### config.mk
export PLATFORM = sky130hd
export DESIGN_NAME = instr_issue_flat
export DESIGN_NICKNAME = d
export VERILOG_FILES = /design/src/rtl/instr_issue_if.sv /design/src/rtl/instr_issue.sv /design/src/flat_wrapper.sv
export SDC_FILE = /design/constraint.sdc
export NUM_CORES = 1
export LEC_CHECK = 0
export BUFFER_PORTS_ARGS = -buffer_cell sky130_fd_sc_hd__buf_2
export CORE_UTILIZATION = 25
export DETAILED_ROUTE_END_ITERATION = 16
export GPL_ROUTABILITY_DRIVEN = 0
export PLACE_DENSITY_LB_ADDON = 0.08
export REMOVE_ABC_BUFFERS = 1
export SETUP_SLACK_MARGIN = 0.2
export SLEW_MARGIN = 20
export SYNTH_ARGS = -nofsm -noshare
export SYNTH_HDL_FRONTEND = slang
export SYNTH_SLANG_ARGS = --single-unit
export TNS_END_PERCENT = 30
### constraint.sdc
create_clock -name clk -period 2.1 [get_ports clk]
set_clock_uncertainty 0.1 [all_clocks]
set_input_delay 0.315 -clock clk [delete_from_list [all_inputs] [get_ports clk]]
set_output_delay 0.315 -clock clk [all_outputs]
set_load 0.01 [all_outputs]
### src/rtl/instr_issue_if.sv
// Instruction handoff bus between the issue block and the CPU core.
// master: drives instr/instr_valid and observes cpu_ready.
// slave:  CPU side; accepts instr when both instr_valid and cpu_ready are high.
interface instr_issue_if;
    logic [7:0] instr;
    logic       instr_valid;
    logic       cpu_ready;

    modport master (
        output instr,
        output instr_valid,
        input  cpu_ready
    );

    modport slave (
        input  instr,
        input  instr_valid,
        output cpu_ready
    );
endinterface

### src/rtl/instr_issue.sv
// Purpose: debounce a trainer push-button and issue the DIP-switch word to the CPU once per press.
// Latency: instr_valid rises DEBOUNCE_CYCLES+2 edges after the first edge sampling a clean press.
// Backpressure: instr/instr_valid hold until cpu_ready; presses arriving meanwhile set sticky dropped.
//
// Ports:
//   clk, rst_n        system clock, synchronous active-low reset
//   trainer_dip       raw 8-bit instruction word (async, quasi-static)
//   activate_button   raw bouncy push-button, high = pressed
//   cpu               instr_issue_if master: instr, instr_valid out; cpu_ready in
//   busy              high while an instruction is pending or the button is still held
//   issue_count       completed issues modulo 256
//   dropped           sticky: a press arrived while an instruction was still pending
module instr_issue #(
    parameter int DEBOUNCE_CYCLES = 16
) (
    input  logic               clk,
    input  logic               rst_n,
    input  logic [7:0]         trainer_dip,
    input  logic               activate_button,
    instr_issue_if.master      cpu,
    output logic               busy,
    output logic [7:0]         issue_count,
    output logic               dropped
);

    localparam int CNT_W = $clog2(DEBOUNCE_CYCLES);
    localparam logic [CNT_W-1:0] CNT_MAX = CNT_W'(DEBOUNCE_CYCLES - 1);

    typedef enum logic [1:0] {
        IDLE    = 2'd0,
        ISSUE   = 2'd1,
        RELEASE = 2'd2
    } state_t;

    // Input synchronizers
    logic       sync1;
    logic       sync2;
    logic [7:0] dip_m;
    logic [7:0] dip_s;

    always_ff @(posedge clk) begin
        if (!rst_n) begin
            sync1 <= 1'b0;
            sync2 <= 1'b0;
            dip_m <= 8'h00;
            dip_s <= 8'h00;
        end else begin
            sync1 <= activate_button;
            sync2 <= sync1;
            dip_m <= trainer_dip;
            dip_s <= dip_m;
        end
    end

    // Debouncer: db_state only follows sync2 after it has differed for
    // DEBOUNCE_CYCLES consecutive cycles; any agreeing cycle restarts the count.
    logic [CNT_W-1:0] db_cnt;
    logic             db_state;
    logic             db_prev;
    logic             db_rise;

    always_ff @(posedge clk) begin
        if (!rst_n) begin
            db_cnt   <= '0;
            db_state <= 1'b0;
            db_prev  <= 1'b0;
        end else begin
            db_prev <= db_state;
            if (sync2 == db_state) begin
                db_cnt <= '0;
            end else if (db_cnt == CNT_MAX) begin
                db_state <= sync2;
                db_cnt   <= '0;
            end else begin
                db_cnt <= db_cnt + 1'b1;
            end
        end
    end

    assign db_rise = db_state & ~db_prev;

    // Issue FSM; every output is a register updated here.
    state_t     state;
    logic [7:0] instr_q;
    logic       instr_valid_q;

    always_ff @(posedge clk) begin
        if (!rst_n) begin
            state         <= IDLE;
            instr_q       <= 8'h00;
            instr_valid_q <= 1'b0;
            busy          <= 1'b0;
            issue_count   <= 8'h00;
            dropped       <= 1'b0;
        end else begin
            case (state)
                IDLE: begin
                    if (db_rise) begin
                        state         <= ISSUE;
                        instr_q       <= dip_s;
                        instr_valid_q <= 1'b1;
                        busy          <= 1'b1;
                    end
                end

                ISSUE: begin
                    // A fresh press while still pending is flagged, never queued.
                    if (db_rise) begin
                        dropped <= 1'b1;
                    end
                    if (cpu.cpu_ready) begin
                        issue_count   <= issue_count + 8'd1;
                        instr_valid_q <= 1'b0;
                        // Still held: wait for release so one press issues once.
                        if (db_state) begin
                            state <= RELEASE;
                            busy  <= 1'b1;
                        end else begin
                            state <= IDLE;
                            busy  <= 1'b0;
                        end
                    end
                end

                RELEASE: begin
                    if (!db_state) begin
                        state <= IDLE;
                        busy  <= 1'b0;
                    end
                end

                default: begin
                    state         <= IDLE;
                    instr_valid_q <= 1'b0;
                    busy          <= 1'b0;
                end
            endcase
        end
    end

    assign cpu.instr       = instr_q;
    assign cpu.instr_valid = instr_valid_q;

endmodule

### src/flat_wrapper.sv
// flat-port wrapper written by rule: the top's interface ports become plain ports
module instr_issue_flat 
#(
    parameter int DEBOUNCE_CYCLES = 16
)
  (clk, rst_n, trainer_dip, activate_button, busy, issue_count, dropped, cpu_instr, cpu_instr_valid, cpu_cpu_ready);
  instr_issue_if cpu_i ();
  input  logic clk;
  input  logic rst_n;
  input  logic [7:0] trainer_dip;
  input  logic activate_button;
  output logic busy;
  output logic [7:0] issue_count;
  output logic dropped;
  output wire logic [$bits(cpu_i.instr)-1:0] cpu_instr;
  output wire logic [$bits(cpu_i.instr_valid)-1:0] cpu_instr_valid;
  input wire logic [$bits(cpu_i.cpu_ready)-1:0] cpu_cpu_ready;
  assign cpu_instr = cpu_i.instr;
  assign cpu_instr_valid = cpu_i.instr_valid;
  assign cpu_i.cpu_ready = cpu_cpu_ready;
  instr_issue #(.DEBOUNCE_CYCLES(DEBOUNCE_CYCLES)) u_core (.clk(clk), .rst_n(rst_n), .trainer_dip(trainer_dip), .activate_button(activate_button), .cpu(cpu_i), .busy(busy), .issue_count(issue_count), .dropped(dropped));
endmodule
# After elaboration in Yosys (flattened, before gate mapping)
# Cells that the tools add are included.
word_totals:
  ff_bits: 45
classes:
  addsub: 2
  eq_ne: 7
  mux: 12
  n_bitwise: 5
  n_reduce_logical: 8
op_table:
  columns: ["operator", "count"]
  rows:
  - ["$add 8x1->8 const B", 1]
  - ["$mux 2", 4]
  - ["$reduce_and 2->1", 4]
  - ["$pmux 1 s3", 2]
  - ["$pmux 2 s3", 1]
  - ["$reduce_and 3->1", 2]
  - ["$mux 1", 5]
  - ["$add 4x1->4 const B", 1]
  - ["$eq 4x4->1 const B", 1]
  - ["$ne 2x2->1 const B", 2]
  - ["$not 1->1", 4]
  - ["$reduce_or 3->1", 1]
  - ["$eq 2x1->1 const B", 1]
  - ["$eq 2x2->1 const B", 1]
  - ["$logic_not 2->1", 1]
  - ["$ne 2x1->1 const B", 1]
  - ["$and 1x1->1", 1]
  - ["$eq 1x1->1", 1]

# Logic depth before layout (Yosys ltp)
# Gate-level depths: netlist (run 1).
logic_depth:
  depth_word: 4
  depth_mapped: 5

# Worst setup path after synthesis (run 1)
# Ideal clock, no wire load.
synth_timing:
  path_type: "flip-flop to flip-flop"
  from: "register u_core.state[1]"
  to: "register u_core.instr_q[0] (netlist: u_core.cpu.instr[0])"
  setup_time_ps: 116
  arrival_ps: 1157
  slack_ps: 726
  path_stages_with_launch: 6
  path_buffers: 2
  synth_period_minus_slack_ps: 1374
  cell_sequence: "dfxtp_1 -> buf_6 -> or4b_1 -> buf_2 -> nand2_1 -> a21boi_1"
synth_via:
  elab_chain_len: 2
synth_lines:
  columns: ["element", "line_no", "source"]
  rows:
  - ["from (decl)", "instr_issue.sv:83", "state_t state;"]
  - ["from (signal assigned)", "instr_issue.sv:89", "state <= IDLE;"]
  - ["from (signal assigned)", "instr_issue.sv:99", "state <= ISSUE;"]
  - ["from (signal assigned)", "instr_issue.sv:116", "state <= RELEASE;"]
  - ["$logic_not 2->1", "instr_issue.sv:96", "case (state)"]
  - ["$reduce_and 2->1 (no line)", null, null]
  - ["to (signal assigned)", "instr_issue.sv:100", "instr_q <= dip_s;"]
  - ["to (decl)", "instr_issue.sv:84", "logic [7:0] instr_q;"]
# Every way passes these cells.
# A chain may end at the register's enable or synchronous reset.

# Worst setup path in the final report (run 1)
layout_timing:
  from: "register u_core.state[0]"
  to: "register u_core.instr_q[6] (netlist: u_core.cpu.instr[6])"
# Same word-level chain as after synthesis.

==> results of run 1 <==
[synth_stat cells, drive strengths merged]
library cell,n,share of area (%)
or4b,1,0.61
xnor2,3,1.6
buf,3,1.5
nand2,18,4.2
a21oi,1,0.31
and2,26,10
ha,2,1.5
inv,2,0.46
nand3b,1,1.2
or3,1,0.38
nor3,2,0.61
xor2,6,3.2
clkbuf,5,1.2
nor2b,5,1.9
a32oi,1,0.54
and4bb,1,0.77
nor2,3,0.69
and3,3,1.2
o21ai,4,1.2
nor4b,1,1.5
a21boi,9,4.2
o22ai,1,0.38
dfxtp,45,55
nand3,6,1.8
o21a,1,0.46
nand2b,1,0.38
nand4,1,0.38
and4b,1,0.61
mux2i,3,1.8
[kinds of logic after synthesis]
group / Yosys count / share of synthesized area (%)
AND/OR/NAND/NOR: 71 / 26.2
flip-flops: 45 / 55.3
AO/OA/AOI/OAI: 17 / 7.07
buffers and inverters: 10 / 3.15
XOR/XNOR: 9 / 4.84
multiplexers: 3 / 1.84
adder cells (fa/ha/maj): 2 / 1.54
[final timing paths]
check | to | slack, ns | start
min reg2reg | u_core.cpu.instr[7]$_SDFFE_PN0P_ | 0.34 | u_core.dip_s[7]$_SDFF_PN0_
max | u_core.cpu.instr[6]$_SDFFE_PN0P_ | 0.55 | u_core.state[0]$_SDFFE_PN0P_
max reg2reg | u_core.cpu.instr[6]$_SDFFE_PN0P_ | 0.55 | u_core.state[0]$_SDFFE_PN0P_
min | u_core.dip_m[3]$_SDFF_PN0_ | 0.11 | trainer_dip[3]
[per-layer routing]
metal	track usage (%)	up-vias	wire, um
met5	0	-	0
met4	5.69	0	61
met3	3.63	7	149
met2	14.4	22	1310
met1	12.2	493	1390
li1	-	573	-
[registers in the layout, indices dropped and copies added (netlist names)]
register	count
u_core.sync1	1
u_core.busy	1
u_core.dropped	1
u_core.db_state	1
u_core.dip_m	8
u_core.cpu.instr	8
u_core.cpu.instr_valid	1
u_core.db_prev	1
u_core.sync2	1
u_core.db_cnt	4
u_core.state	2
u_core.issue_count	8
u_core.dip_s	8
[power groups by stage]
stage / registers [uW] / clock network (uW) / logic, uW
final: 873 / 533 / 36.2
after floorplan: 892 / 0 / 15.0
after CTS: 873 / 558 / 37.5
after global routing: 875 / 586 / 41.9
after detailed placement: 893 / 0 / 37.5
after global placement: 893 / 0 / 35.7
[cell type report]
cell class | instances | area share [%]
tap | 77 | 5.02
timing repair buffer | 30 | 7.83
sequential | 45 | 47.0
multi-input combinational | 102 | 35.2
clock buffer | 6 | 3.78
inverter | 2 | 0.391
clock inverter | 2 | 0.783
[stage by stage]
stage	area, um2	util (%)	total power [uW]	hold slack (ns)
2_1_floorplan	1580	-	907	0.312
3_3_place_gp	1830	29.0	929	0.315
3_5_place_dp	1830	29.0	931	0.318
4_1_cts	1920	30.4	1470	0.101
5_1_grt	1920	30.4	1500	0.103
6_report	1920	30.4	1440	0.112
[critical path, cell delays in order, from the launching register on]
cell and delay [ns]:
dfxtp_1 0.45, or4b_1 0.72, nand2_1 0.12, a21boi_1 0.06
==> impl_metrics.toml, run 1 <==
[run_status]
status = "completed"

[cells_and_area]
seq_area_um2 = 901
final_cells = 264
multi_input_area_um2 = 676
drive_gt1_share_pct = 21.4
antenna_cells = 0
areaGrowthSynthToFinish_pct = 17.8
final_nets = 200
fillers = 709
final_cell_mix = "dfxtp_1 (45), buf_2 (30), and2_1 (26)"
layout_commonest_cell = "dfxtp_1"

[grt]
antenna_found_initial = 0
grt_pass1_vias = 1020
grt_pass1_wl_mm = 4.83
grt_max_degree = 43
gr-usage-all-layers_pct = 9.83
overflow = 0

[sta]
max_slew_margin_pct = 60.6
setup_viol = 0
fin_crit_ns = 1.55
rsz0062_at_grt = "no"
tns_ns = 0
timing.final.crit_share_pct = 73.7
tightestPinTransition_ns = 0.591
hold_viol = 0
slew_violations = 0
layout_setup_ws_ns = 0.553
fmax_mhz = 646

[clock_tree]
root_buffer = "clkbuf_8"
clk_path_buf_depth = 2
cts_tree = "done"
htreeDepth = 2
postCtsHoldBufs = 0
cts_setup_buffers = 0
cts_resized = 0
cts-buffers-inserted = 5
clock_sinks = 45
worstSkewPairLatency_ns = 0.30
clk_pin_slew_ns = 0.09

[floorplanning]
io_pins = 31
fp.dieArea_um2 = 6840
dieWidth_um = 82.7
core_area_um2 = 6310
row_count = 29
die_height_um = 82.7
start_util_pct = 25.8

[synth]
synthCells = 157
netlist_area_um2 = 1630
synth_seq_area_share_pct = 55.3
avgSynthCellArea_um2 = 10.4
ys_seq_elements = 45
yosysUniqueCellTypes = 33
ys_warn_count = 0

[pwr]
p_per_area_nw_per_um2 = 752
switching_share_pct = 22.1
power.share.sequential_pct = 60.5
internal_power_uw = 1120
p_leak_uw = 0.000837
pwr-share-clk_pct = 36.9
comb_power_share_pct = 2.5
switchingPower_uw = 319
ir_drop_mv = 0.345

[drt]
wire_per_inst_um = 11.0
first_iter_violations = 39
vias = 1095
first_pass_iters = 3
drc = 0
via_per_inst = 4.15
postRouteAntennaNets = 0
wirelength_mm = 2.91

[worst_setup_path]
required_ns = 2.20
cp_data_arrival_time_ns = 1.65
path_max_fanout = 11
critical_path.endpoint_type = "flip-flop"
worstSetupPathType = "flip-flop to flip-flop"
reg2reg_depth = 3
cp-start-kind = "flip-flop"

[place]
port_buffers = 30
pre_cts_ws_ns = 0.535
hpwl_mm = 1.94
numPlacedInstances = 256

[run]
cap_viol_max_count = 0

[hold_path]
min_path_cells = 2
hp-class = "primary input to flip-flop"
(Power assumes the default switching activity.)
==> run 2, diff against run 1 <==
==> constraint.sdc (replaced) <==
create_clock -name clk -period 1.35 [get_ports clk]
set_clock_uncertainty 0.1 [all_clocks]
set_input_delay 0.2025 -clock clk [delete_from_list [all_inputs] [get_ports clk]]
set_output_delay 0.2025 -clock clk [all_outputs]
set_load 0.01 [all_outputs]
==> run 2 against run 1 <==
Against the previous run: first-iteration DRC count shrank 33%; sequential power up 55%; combinational power grew 130%; total power rose by 72%; critical path depth increased by 2; global-route usage grew 0.15 points; core utilization rose by 5.2 points; non-clock buffer count up 22; register-to-register slack lost 0.53 ns; clock power rose by 97%; die area unchanged.
==> impl_metrics.toml, run 2 (synthesis gave the netlist of run 1 again) <==
[grt]
gr-usage-all-layers_pct = 9.98
overflow = 0
grt_pass1_vias = 1109
antenna_found_initial = 0
grt_pass1_wl_mm = 4.98
grt_max_degree = 27

[sta]
rsz0062_at_grt = "yes"
fmax_mhz = 752
slew_violations = 0
hold_viol = 0
fin_hold_ws_ns = 0.0183
tightestPinTransition_ns = 0.256
max_slew_margin_pct = 82.9
timing.final.crit_share_pct = 98.6
setup_viol = 0
fin_crit_ns = 1.33
tns_ns = 0

[floorplanning]
fp.dieArea_um2 = 6840
io_pins = 31
start_util_pct = 25.8
row_count = 29
core_area_um2 = 6310
die_height_um = 82.7
dieWidth_um = 82.7

[pwr]
p_per_area_nw_per_um2 = 1110
p_total_uw = 2480
switching_share_pct = 19.5
p_leak_uw = 0.00101
pwr-share-clk_pct = 42.3
ir_drop_mv = 0.481
power.share.sequential_pct = 54.4
internal_power_uw = 2000
comb_power_share_pct = 3.3
switchingPower_uw = 484

[cells_and_area]
areaGrowthSynthToFinish_pct = 37.8
final_cell_mix = "dfxtp_1 (38), buf_2 (30), and2_1 (26)"
final_nets = 222
antenna_cells = 0
layout_commonest_cell = "dfxtp_1"
fillers = 665
drive_gt1_share_pct = 36.8

[drt]
vias = 1177
drc = 0
first_iter_violations = 26
wl_met3_um = 156
wirelength_mm = 3.13
wl_met2_mm = 1.50
first_pass_iters = 4
drt-met1-wl_mm = 1.43
highest_layer = "met4"
postRouteAntennaNets = 0
via_per_inst = 4.12
wire_per_inst_um = 10.9

[worst_setup_path]
worstSetupPathType = "flip-flop to flip-flop"
critical_path.endpoint_type = "flip-flop"
path_max_fanout = 4
required_ns = 1.45
cp-start-kind = "flip-flop"
reg2reg_depth = 5
cp_data_arrival_time_ns = 1.43

[clock_tree]
cts_tree = "done"
clk_pin_slew_ns = 0.09
clk_path_buf_depth = 2
root_buffer = "clkbuf_8"
cts-buffers-inserted = 5
htreeDepth = 2
worstSkewPairLatency_ns = 0.29
clock_sinks = 45

[hold_path]
hp-class = "primary input to flip-flop"
min_path_cells = 2

[run_status]
status = "completed"

[run]
cap_viol_max_count = 0

[place]
port_buffers = 30
hpwl_mm = 2.09
-- run 2: what timing repair did --
item,4_1_cts,5_1_grt
gates resized for setup,14,22
hold buffers,7,0
setup buffers,1,0
hold endpoints to repair,7,0
pin swaps,19,14
gates cloned,1,0
endpoints found under the setup margin,25,28
-- run 2: metal layers --
layer	vias to the layer above	track usage (%)
met5	-	0
met4	0	4.66
met3	4	3.63
met2	24	16.5
met1	532	11.4
li1	617	-
-- run 2: final timing paths --
check | startpoint | to | slack (ns)
min reg2reg | u_core.dip_m[2]$_SDFF_PN0_ | u_core.dip_s[2]$_SDFF_PN0_ | 0.34
min | trainer_dip[4] | u_core.dip_m[4]$_SDFF_PN0_ | 0.02
max reg2reg | u_core.issue_count[1]$_SDFFE_PN0P_ | u_core.issue_count[2]$_SDFFE_PN0P_ | 0.02
max | u_core.issue_count[1]$_SDFFE_PN0P_ | u_core.issue_count[2]$_SDFFE_PN0P_ | 0.02
-- run 2: through the flow --
stage	instances	instance area [um2]	util [%]	worst slack [ns]
2_1_floorplan	149	1580	-	-0.0799
3_3_place_gp	269	1940	30.7	-0.0644
3_5_place_dp	269	1940	30.7	-0.0908
4_1_cts	286	2180	34.5	0.00336
5_1_grt	286	2240	35.5	-0.0526
6_report	286	2240	35.5	0.0195
-- run 2: power by group through the flow --
stage	Combinational [uW]	Clock, uW	Sequential [uW]
after floorplan	23.3	0	1390
after global placement	66.9	0	1390
after detailed placement	69.2	0	1390
after CTS	84.7	1100	1350
after global routing	91.7	1150	1350
final	82.7	1050	1350
-- run 2: cell type report --
| class | count | area (um2) | area share, % |
|---|---|---|---|
| clock inverter | 1 | 30.0 | 1.34 |
| clock buffer | 7 | 86.3 | 3.85 |
| multi-input combinational | 102 | 741 | 33.0 |
| inverter | 2 | 7.51 | 0.335 |
| timing repair buffer | 52 | 360 | 16.1 |
| sequential | 45 | 922 | 41.1 |
| tap | 77 | 96.3 | 4.29 |
-- run 2: worst max-delay path, cell delays in order (launching register included) --
cell and delay [ns]:
dfxtp_4 0.37, ha_4 0.15, and4b_2 0.22, buf_4 0.14, xor2_1 0.13, and2_1 0.13
==> run 3, diff against run 2 <==
--- a/config.mk
+++ b/config.mk
@@ -7,8 +7,10 @@
 export LEC_CHECK = 0
 export BUFFER_PORTS_ARGS = -buffer_cell sky130_fd_sc_hd__buf_2
 export CORE_UTILIZATION = 25
+export CTS_CLUSTER_SIZE = 10
 export DETAILED_ROUTE_END_ITERATION = 16
 export GPL_ROUTABILITY_DRIVEN = 0
+export MAX_ROUTING_LAYER = met4
 export PLACE_DENSITY_LB_ADDON = 0.08
 export REMOVE_ABC_BUFFERS = 1
 export SETUP_SLACK_MARGIN = 0.2
==> run 3 against run 2 <==
Against the previous run: final cell count unchanged; count of clock-buffer cells in the layout unchanged; first-iteration DRC count is 12% higher; flip-flop and latch count stayed put.
==> impl_metrics.toml, run 3 (synthesis gave the netlist of run 1 again) <==
[sta]
fmax_mhz = 752
timing.final.crit_share_pct = 98.5
hold_viol = 0
slew_violations = 0
max_slew_margin_pct = 82.9
layout_setup_ws_ns = 0.0199
rsz0062_at_grt = "yes"
fin_crit_ns = 1.33
tightestPinTransition_ns = 0.256
setup_viol = 0

[pwr]
power.share.sequential_pct = 54.2
pwr-share-clk_pct = 42.5
internal_power_uw = 2000
switching_share_pct = 19.7
p_per_area_nw_per_um2 = 1110
p_leak_uw = 0.00101
comb_power_share_pct = 3.3
switchingPower_uw = 490
ir_drop_mv = 0.489

[drt]
vias = 1177
wire_per_inst_um = 10.9
via_per_inst = 4.12
drc = 0
first_iter_violations = 29
wirelength_mm = 3.13
first_pass_iters = 4
postRouteAntennaNets = 0

[clock_tree]
clock_sinks = 45
cts_tree = "done"
htreeDepth = 2
root_buffer = "clkbuf_8"
cts-buffers-inserted = 5
clk_path_buf_depth = 2
worstSkewPairLatency_ns = 0.29
clk_pin_slew_ns = 0.09

[floorplanning]
row_count = 29
io_pins = 31
start_util_pct = 25.8
core_area_um2 = 6310
die_height_um = 82.7
fp.dieArea_um2 = 6840
dieWidth_um = 82.7

[worst_setup_path]
required_ns = 1.45
path_max_fanout = 4
worstReg2RegStart = "u_core.issue_count[1]$_SDFFE_PN0P_"
cp-start-kind = "flip-flop"
reg2reg_depth = 5
regToRegSetupSlack_ns = 0.02
cp_data_arrival_time_ns = 1.43
critical_path.endpoint_type = "flip-flop"
worstSetupPathType = "flip-flop to flip-flop"
r2r_end = "u_core.issue_count[2]$_SDFFE_PN0P_"

[run_status]
status = "completed"

[cells_and_area]
final_cell_mix = "dfxtp_1 (38), buf_2 (30), and2_1 (26)"
fin_util_pct = 35.5
layout_commonest_cell = "dfxtp_1"
areaGrowthSynthToFinish_pct = 37.8
final_nets = 222
antenna_cells = 0
fillers = 665
final_cells = 286
drive_gt1_share_pct = 36.8
fin_area_um2 = 2240

[grt]
grt_max_degree = 27
overflow = 0
grt_pass1_wl_mm = 4.98
grt_pass1_vias = 1110
antenna_found_initial = 0
gr-usage-all-layers_pct = 10.3

[hold_path]
min_to = "u_core.dip_m[4]$_SDFF_PN0_"
min_from = "trainer_dip[4]"
hp-class = "primary input to flip-flop"
min_path_cells = 2

[place]
pre_cts_ws_ns = -0.0908
hpwl_mm = 2.09
numPlacedInstances = 269
port_buffers = 30
placed_area_um2 = 1940

[run]
cap_viol_max_count = 0
run 3: cell counts in the layout (fill, tap and decap cells not counted):
Identical to the previous run, type by type.
run 3: routing by layer:
metal	part of all wire (%)	vias up	global-route usage, %
met4	1.2	0	4.66
met3	4.4	4	3.41
li1	-	618	-
met1	47	531	11.7
met2	47	24	16.3
met5	0	-	-
run 3: final cells by class:
cell class / instances / area [um2] / share of cell area (%)
clock inverters: 1 / 30.0 / 1.34
well taps: 77 / 96.3 / 4.29
repair buffers: 52 / 360 / 16.1
inverters: 2 / 7.51 / 0.335
multi-input cells: 102 / 741 / 33.0
clock buffers: 7 / 86.3 / 3.85
flip-flops and latches: 45 / 922 / 41.1
run 3: how the worst max path moves through the flow:
stage	start	to	slack [ns]	cells past startpoint
floorplan	u_core.state[0]$_SDFFE_PN0P_	u_core.cpu.instr[0]$_SDFFE_PN0P_	-0.08	3
global placement	u_core.state[1]$_SDFFE_PN0P_	u_core.cpu.instr[6]$_SDFFE_PN0P_	-0.06	3
detailed placement	u_core.state[1]$_SDFFE_PN0P_	u_core.cpu.instr[7]$_SDFFE_PN0P_	-0.09	3
CTS	u_core.issue_count[1]$_SDFFE_PN0P_	u_core.issue_count[2]$_SDFFE_PN0P_	0.003	5
global route	u_core.issue_count[1]$_SDFFE_PN0P_	u_core.issue_count[6]$_SDFFE_PN0P_	-0.05	5
finish	u_core.issue_count[1]$_SDFFE_PN0P_	u_core.issue_count[2]$_SDFFE_PN0P_	0.02	5
run 3: critical path, cell delays in order, from the launching register on:
cell     delay [ns]
dfxtp_4        0.37
ha_4           0.15
and4b_2        0.22
buf_4          0.14
xor2_1         0.13
and2_1         0.13
run 3: power by group through the flow:
stage	logic [uW]	registers [uW]	clock network (uW)
3_3_place_gp	66.9	1390	0
3_5_place_dp	69.2	1390	0
6_report	82.6	1350	1060
5_1_grt	91.7	1350	1150
4_1_cts	84.7	1350	1100
2_1_floorplan	23.3	1390	0
run 3: per-stage QoR:
| stage | setup TNS, ns | total power [uW] | hold WS [ns] |
|---|---|---|---|
| 5_1_grt | -0.141 | 2600 | 0.00979 |
| 6_report | 0 | 2490 | 0.0179 |
| 4_1_cts | 0 | 2540 | 0.00421 |
| 2_1_floorplan | -0.727 | 1410 | 0.220 |
| 3_3_place_gp | -0.547 | 1460 | 0.308 |
| 3_5_place_dp | -0.732 | 1460 | 0.311 |
run 3: what timing repair did:
item | CTS | global route
setup endpoints to repair | 25 | 28
hold buffers | 7 | 0
endpoints found under the hold margin | 7 | 0
buffers inserted | 1 | 0
pin swaps | 19 | 14
resized for setup | 14 | 22
gates cloned | 1 | 0
